<file path="config.mk">
export PLATFORM = sky130hd
export DESIGN_NAME = timer_mode_ctrl
export DESIGN_NICKNAME = d
export VERILOG_FILES = /design/src/rtl/timer_pkg.sv /design/src/rtl/edge_detect.sv /design/src/rtl/timer_mode_ctrl.sv
export SDC_FILE = /design/constraint.sdc
export NUM_CORES = 1
export LEC_CHECK = 0
export CAP_MARGIN = 20
export CORE_ASPECT_RATIO = 0.75
export CORE_MARGIN = 8
export CORE_UTILIZATION = 32
export DETAILED_ROUTE_END_ITERATION = 10
export MAX_ROUTING_LAYER = met4
export SETUP_SLACK_MARGIN = 0.5
export SLEW_MARGIN = 20
export SYNTH_ARGS = -nofsm -noshare
export SYNTH_HDL_FRONTEND = slang
export SYNTH_SLANG_ARGS = --single-unit
</file>
<file path="constraint.sdc">
create_clock -name clk -period 1.8 [get_ports clk]
set_input_delay 0.36 -clock clk [delete_from_list [all_inputs] [get_ports clk]]
set_output_delay 0.36 -clock clk [all_outputs]
set_load 0.05 [all_outputs]
</file>
<file path="src/rtl/timer_pkg.sv">
// timer_pkg: definitions shared by the two-mode timer blocks.
//   state_e        - run/alarm state machine encoding
//   MODE_STOPWATCH - display mux select value for the up counter (mux in1)
//   MODE_COUNTDOWN - display mux select value for the down counter (mux in2)
package timer_pkg;

    typedef enum logic [1:0] {
        StIdle,
        StRun,
        StPause,
        StAlarm
    } state_e;

    // The display mux select encoding lives here only.
    localparam logic MODE_STOPWATCH = 1'b0;
    localparam logic MODE_COUNTDOWN = 1'b1;

endpackage : timer_pkg

</file>
<file path="src/rtl/edge_detect.sv">
// edge_detect: rising-edge detector for one debounced button level.
//   clk    - system clock
//   reset  - synchronous active-high reset
//   level  - debounced button level
//   press  - single-cycle pulse, high while level is 1 and was 0 last cycle
// The history flop resets to 1 so a button held through reset is not a press.
module edge_detect (
    input  logic clk,
    input  logic reset,
    input  logic level,
    output logic press
);

    logic prev_q;
    logic prev_d;

    always_comb begin
        prev_d = level;
        press  = level & ~prev_q;
    end

    always_ff @(posedge clk) begin
        if (reset) begin
            prev_q <= 1'b1;
        end else begin
            prev_q <= prev_d;
        end
    end

endmodule : edge_detect

</file>
<file path="src/rtl/timer_mode_ctrl.sv">
// timer_mode_ctrl: mode/run controller for the two-mode timer.
// Holds the stopwatch (up) and countdown (down) counters and the
// IDLE/RUN/PAUSE/ALARM state machine, and drives the display mux select.
//   clk        - system clock
//   reset      - synchronous active-high reset
//   tick       - single-cycle 1 Hz count enable
//   btn_mode   - debounced level, rising edge toggles mode (IDLE only)
//   btn_start  - debounced level, rising edge is start/pause/acknowledge
//   btn_clear  - debounced level, rising edge clears
//   preset     - countdown load value, clamped to MAX_COUNT when loaded
//   sel        - display mux select (MODE_STOPWATCH / MODE_COUNTDOWN)
//   up_count   - stopwatch value
//   down_count - countdown value
//   running    - high in RUN
//   alarm      - high in ALARM
// All outputs are registered.
module timer_mode_ctrl
    import timer_pkg::*;
#(
    parameter int unsigned WIDTH          = 8,
    parameter int unsigned MAX_COUNT      = 99,
    parameter int unsigned PRESET_DEFAULT = 30
) (
    input  logic             clk,
    input  logic             reset,
    input  logic             tick,
    input  logic             btn_mode,
    input  logic             btn_start,
    input  logic             btn_clear,
    input  logic [WIDTH-1:0] preset,
    output logic             sel,
    output logic [WIDTH-1:0] up_count,
    output logic [WIDTH-1:0] down_count,
    output logic             running,
    output logic             alarm
);

    localparam logic [WIDTH-1:0] MaxCnt     = WIDTH'(MAX_COUNT);
    localparam logic [WIDTH-1:0] PresetRst  = WIDTH'(PRESET_DEFAULT);
    localparam logic [WIDTH-1:0] One        = WIDTH'(1);
    localparam logic [WIDTH-1:0] Zero       = '0;

    function automatic logic [WIDTH-1:0] clamp_preset(input logic [WIDTH-1:0] p);
        return (p > MaxCnt) ? MaxCnt : p;
    endfunction

    logic press_mode;
    logic press_start;
    logic press_clear;

    edge_detect u_edge_mode (
        .clk   (clk),
        .reset (reset),
        .level (btn_mode),
        .press (press_mode)
    );

    edge_detect u_edge_start (
        .clk   (clk),
        .reset (reset),
        .level (btn_start),
        .press (press_start)
    );

    edge_detect u_edge_clear (
        .clk   (clk),
        .reset (reset),
        .level (btn_clear),
        .press (press_clear)
    );

    state_e           state_q, state_d;
    logic             sel_q, sel_d;
    logic [WIDTH-1:0] up_q, up_d;
    logic [WIDTH-1:0] down_q, down_d;
    logic             running_q, running_d;
    logic             alarm_q, alarm_d;

    logic count_en;
    logic start_blocked;

    always_comb begin
        state_d = state_q;
        sel_d   = sel_q;
        up_d    = up_q;
        down_d  = down_q;

        // Ticks count only if RUN at the start of the cycle, so a start press
        // that pauses in this cycle still lets this tick through.
        count_en      = (state_q == StRun) && tick;
        // Countdown with nothing left to count cannot be started.
        start_blocked = (sel_q == MODE_COUNTDOWN) && (down_q == Zero);

        if (press_clear) begin
            state_d = StIdle;
            up_d    = Zero;
            down_d  = clamp_preset(preset);
        end else begin
            if (count_en) begin
                if (sel_q == MODE_STOPWATCH) begin
                    up_d = (up_q == MaxCnt) ? Zero : up_q + One;
                end else if (down_q != Zero) begin
                    down_d = down_q - One;
                    if (down_q == One) begin
                        state_d = StAlarm;
                    end
                end
            end

            // Start outranks the tick's state change and suppresses mode.
            if (press_start) begin
                unique case (state_q)
                    StIdle, StPause: begin
                        if (!start_blocked) begin
                            state_d = StRun;
                        end
                    end
                    StRun: begin
                        state_d = StPause;
                    end
                    StAlarm: begin
                        state_d = StIdle;
                        down_d  = clamp_preset(preset);
                    end
                    default: begin
                        state_d = StIdle;
                    end
                endcase
            end else if (press_mode && (state_q == StIdle)) begin
                sel_d = ~sel_q;
            end
        end

        running_d = (state_d == StRun);
        alarm_d   = (state_d == StAlarm);
    end

    always_ff @(posedge clk) begin
        if (reset) begin
            state_q   <= StIdle;
            sel_q     <= MODE_STOPWATCH;
            up_q      <= Zero;
            down_q    <= PresetRst;
            running_q <= 1'b0;
            alarm_q   <= 1'b0;
        end else begin
            state_q   <= state_d;
            sel_q     <= sel_d;
            up_q      <= up_d;
            down_q    <= down_d;
            running_q <= running_d;
            alarm_q   <= alarm_d;
        end
    end

    assign sel        = sel_q;
    assign up_count   = up_q;
    assign down_count = down_q;
    assign running    = running_q;
    assign alarm      = alarm_q;

endmodule : timer_mode_ctrl

</file>
## Word-level counts from Yosys, hierarchy flattened

Cells that the tools add are included.

- $mul: 0
- Add/sub/neg operators: 2
- Multiplexer cells: 16
- Shift-type cells: 0
- Equal/unequal tests: 7
- Reductions and logical operators: 10
- $lt $le $gt $ge: 1
- Bitwise logic cells: 9
- Div/mod/pow operators: 0

Operators with widths:

| operator | count |
|---|---|
| $mux 8 | 8 |
| $mux 2 | 7 |
| $add 8x1->8 const B | 1 |
| $eq 8x1->1 const B | 1 |
| $eq 8x7->1 const B | 1 |
| $gt 8x7->1 const B | 1 |
| $logic_not 8->1 | 1 |
| $reduce_bool 8->1 | 1 |
| $sub 8x1->8 const B | 1 |
| $eq 2x2->1 const B | 3 |
| $not 1->1 | 6 |
| $pmux 2 s3 | 1 |
| $eq 2x1->1 const B | 2 |
| $reduce_or 2->1 | 2 |
| $and 1x1->1 | 3 |
| $logic_and 1x1->1 | 3 |
| $reduce_and 3->1 | 1 |
| $logic_not 2->1 | 1 |
| $reduce_and 2->1 | 1 |

- Word-level logic and storage cells: 54
- Output and inout bits: 19
- Bits in read-only memories: 0
- Input bits: 14
- Memories: 0
- Register bits after elaboration: 24
- Bits in latches: 0
- RAM bits: 0

## Longest topological paths before layout

- Word-level depth: 10
- Mapped depth: 6
- Mapped depth without buffers: 6

## By module

A second synthesis with hierarchy kept.

- Cells, all modules: 130
- Area total of the unflattened synthesis: 1,216.2 µm²

By module, submodules not included:

| module | cells an instance | instances | sequential area each (µm²) | area each (µm²) |
|---|---|---|---|---|
| timer_mode_ctrl | 121 | 1 | 420.4 | 1,118.6 |
| edge_detect | 3 | 3 | 20.0 | 32.5 |

## Worst setup path after synthesis

OpenSTA, ideal clock, no wires.

- Path type: register to register
- Start: reg down_q[0] (netlist: down_count[0])
- End: reg state_q[1]
- Arrival time: 1.830 ns
- Clock period less this slack: 1.910 ns
- Path buffers: 0
- Stages on the path, launching flop included: 7
- Data required time: 1.720 ns
- Slack: -0.110 ns
- Setup time: 0.080 ns
- Path through: dfxtp_1 inv_1 ha_1 and4b_1 nand4_1 a21o_1 nor3b_1

- Cells in the longest elaborated chain, start to end: 9
- Elaborated cells on any way between the ends: 12
- Classes of those cells: 1 x eq/ne; 8 x mux; 3 x reduce/logical

RTL lines:

| what | line | text |
|---|---|---|
| start, declared | timer_mode_ctrl.sv:75 | `logic [WIDTH-1:0] down_q, down_d;` |
| start signal, assigned | timer_mode_ctrl.sv:143 | `down_q <= PresetRst;` |
| start signal, assigned | timer_mode_ctrl.sv:150 | `down_q <= down_d;` |
| $eq 8x1->1 | timer_mode_ctrl.sv:104 | `if (down_q == One) begin` |
| $mux 2 | timer_mode_ctrl.sv:104 |  |
| $mux 2 | timer_mode_ctrl.sv:102 | `end else if (down_q != Zero) begin` |
| $mux 2 | timer_mode_ctrl.sv:100 | `if (sel_q == MODE_STOPWATCH) begin` |
| $mux 2 | timer_mode_ctrl.sv:99 | `if (count_en) begin` |
| $mux 2 | timer_mode_ctrl.sv:114 | `if (!start_blocked) begin` |
| $pmux 2 s3 | timer_mode_ctrl.sv:112 | `unique case (state_q)` |
| $mux 2 (*) | timer_mode_ctrl.sv:111 | `if (press_start) begin` |
| $mux 2 (*) | timer_mode_ctrl.sv:94 | `if (press_clear) begin` |
| end signal, assigned | timer_mode_ctrl.sv:140 | `state_q <= StIdle;` |
| end signal, assigned | timer_mode_ctrl.sv:147 | `state_q <= state_d;` |
| end, declared | timer_mode_ctrl.sv:72 | `state_e state_q, state_d;` |

Every way passes the cells marked *; elsewhere a longest branch is shown, timed or not.
A chain may end at the register's enable or synchronous reset.

## Final worst setup path

- Start: reg down_q[5] (netlist: down_count[5])
- End: reg down_q[3] (netlist: down_count[3])

- Cells in the longest elaborated chain, start to end: 7

RTL lines:

| what | line |
|---|---|
| $reduce_bool 8->1 (*) | timer_mode_ctrl.sv:102 |
| $mux 8 (*) | timer_mode_ctrl.sv:102 |
| $mux 8 (*) | timer_mode_ctrl.sv:100 |
| $mux 8 (*) | timer_mode_ctrl.sv:99 |
| $mux 8 | timer_mode_ctrl.sv:112 |
| $mux 8 (*) | timer_mode_ctrl.sv:111 |
| $mux 8 (*) | timer_mode_ctrl.sv:94 |

Marks and branches as above.

==> flow_metrics.py <==
metrics = {
    "finish": {
        "drive_above_1_share_pct": 50.5,
        "n_antenna_cell": 0,
        "area_delta_synth_final_pct": 65.0,
        "fin_nets": 225,
    },
    "routing": {
        "wl_per_cell_microns": 14.5,
        "num_vias": 1300,
        "drc": 0,
        "first_pass_iters": 4,
        "drt_first_iter_violations": 78,
        "routed_wl_mm": 3.78,
        "via_per_inst": 4.98,
        "postRouteAntennaNets": 0,
    },
    "status": {
        "status": "finished, final reports clean",
    },
    "synthesis": {
        "synth_largest_area_cell": "dfxtp_1",
        "synthArstFlopShare_pct": 0,
        "synth_top_area_share_pct": 37.2,
        "ys_types": 42,
        "synth-seq-cells": 24,
        "syn_avg_cell_area_sq_um": 8.84,
        "synth_nets": 164,
        "synth-warning-count": 0,
        "synth_edf_count": 0,
        "synth_cells": 146,
        "synth_common_cells": "dfxtp_1, nor2_1, nand2_1",
        "netlist_area_sq_um": 1290,
        "yosysMostFrequentCell": "dfxtp_1",
        "synthTopCellsByArea": "dfxtp_1, xor2_1, nor2_1",
        "synth_seq_area_share_pct": 37.2,
        "synth_ff_type": "dfxtp_1",
    },
    "global_route": {
        "grtUsageTotal_pct": 12.8,
        "antenna_found_initial": 0,
        "grt_pass1_wl_mm": 6.18,
        "first_global_vias": 1264,
        "grt_overflow": 0,
        "grt_start_max_net_pins": 14,
    },
    "critical_path": {
        "critPathMaxFanout": 5,
        "cp_cell_sequence": "nor4_4, buf_6, nand4_1, buf_4, a211oi_2, o21bai_1",
        "r2r_start": "down_count[5]",
        "end_kind": "register",
        "crit_path_start_kind": "register",
        "cp.buffers_inverters": 2,
        "cp.required_ns": 1.96,
        "worstSetupPathType": "reg -> reg",
        "slowest_stage": "dfxtp_4",
        "crit_start": "down_count[5]",
        "cpPeakStageDelay_ns": 0.36,
        "worstPathArrival_ns": 1.71,
        "cp_top_family": "simple AND/OR/NAND/NOR gates",
    },
    "power": {
        "powerDensity_nw_per_um2": 542,
        "p_clk_share_pct": 31.7,
        "p_comb_share_pct": 19.7,
        "intPower_mw": 0.846,
        "p_sw_mw": 0.308,
        "switching_share_pct": 26.7,
        "vdd_drop_max_mv": 0.411,
        "power.total_mw": 1.15,
        "seqPwrFrac_pct": 48.6,
        "power.leakage_nw": 0.848,
    },
    "timing": {
        "setup_viol_count_final": 0,
        "finalHoldViolCount": 0,
        "layout_setup_ws_ns": 0.249,
        "maxSlewViolCount": 0,
        "finalCriticalPeriod_ns": 1.55,
        "tightest_slew_ns": 0.301,
        "rsz0062_at_grt": "yes",
        "relSlewSlack_pct": 79.9,
        "fin_worst_skew_ns": 0.00358,
        "post-route-period-util_pct": 86.2,
        "fmax_ghz": 0.645,
    },
    "worst_hold_path": {
        "hp-class": "in -> reg",
        "hp-start": "reset",
    },
    "placed_design": {
        "hpwl_mm": 2.73,
        "gp_congestion": 0.897,
        "port_buffers": 32,
        "pre_cts_slack_ns": -0.0672,
    },
    "floorplanning": {
        "dieArea_sq_um": 6340,
        "start_util_pct": 32.6,
        "coreArea_sq_um": 3950,
        "ios": 33,
        "dieWidth_microns": 89.3,
        "rows": 20,
        "fp.dieH_microns": 71.0,
    },
    "clock_tree": {
        "numCtsBuffers": 3,
        "cts.sinks": 24,
        "cts_tree": "built",
        "clockBufferDepth": 2,
        "cts-hold-fix-buffers": 0,
        "htree_levels": 1,
        "clock_latency_ns": 0.27,
        "root_buffer": "clkbuf_8",
        "clkTransAtPathRegs_ns": 0.08,
    },
    "job": {
        "drv_cap": 0,
    },
}
## cells by family after synthesis
kind of cell | Yosys count | share of synthesized area [%]
simple gates | 70 | 31.6
compound gates | 27 | 14.5
flops | 24 | 37.2
xor+xnor | 9 | 6.11
buf+inv | 9 | 3.98
fa+ha+maj | 4 | 3.88
mux | 3 | 2.72
## state kept, by name (all words and copies together), names as in the netlist
register             flops
sel                      1
alarm                    1
u_edge_start.prev_q      1
down_count               8
up_count                 8
state_q                  2
u_edge_clear.prev_q      1
u_edge_mode.prev_q       1
running                  1
## power by group through the flow
| stage | Sequential (mW) | Clock, mW | Combinational, mW |
|---|---|---|---|
| 2_1_floorplan | 0.609 | 0 | 0.0686 |
| 3_3_place_gp | 0.578 | 0 | 0.178 |
| 3_5_place_dp | 0.578 | 0 | 0.179 |
| 4_1_cts | 0.560 | 0.379 | 0.200 |
| 5_1_grt | 0.564 | 0.401 | 0.242 |
| 6_report | 0.561 | 0.366 | 0.227 |
## metrics by stage
step                instances  util (%)  cell area, sq um  hold slack, ns  TNS (ns)
floorplan                 146         -              1360           0.464         0
global placement          240      44.4              1760           0.477    -0.265
detailed placement        240      44.4              1760           0.482    -0.355
CTS                       255      48.9              1930           0.493         0
global route              261      53.8              2130           0.482         0
finish                    261      53.8              2130           0.455         0
## layout by cell type, fill, tap and decap left out, types with 5 or more instances in the layout
cell	netlist	routed
dfxtp_1	24	6
nor2_1	16	13
nand2_1	8	5
buf_4	0	36
xor2_1	7	7
dfxtp_4	0	8
buf_6	2	7
clkdlybuf4s50_1	0	10
dfxtp_2	0	10
nand4_1	7	7
## final cells by class
class | instances | area (sq um)
Clock buffer | 4 | 55.1
Fill cell | 381 | 1830
Inverter | 5 | 23.8
Multi-Input combinational cell | 113 | 913
Sequential cell | 24 | 523
Tap cell | 55 | 68.8
Timing Repair Buffer | 60 | 544
## layer usage
metal  track usage [%]  wire length, microns
met1              16.8                  1760
met5                 -                     0
met3              3.47                   197
met2              17.5                  1770
met4              5.88                    62
## repair_timing
| item | 4_1_cts | 5_1_grt |
|---|---|---|
| setup endpoints to repair | 20 | 24 |
| setup buffers | 11 | 6 |
| resized for setup | 14 | 37 |
| pin swaps | 10 | 23 |
| endpoints found under the hold margin | 0 | 0 |
## final timing paths
check | endpoint | slack, ns | cells after the start
worst max-delay path | down_count[3] | 0.25 | 6
worst min-delay path | sel | 0.45 | 2
worst max register to register | down_count[3] | 0.25 | 6
worst min register to register | down_count[7] | 0.50 | 2
No activity file was read; power rests on OpenSTA's default activity.
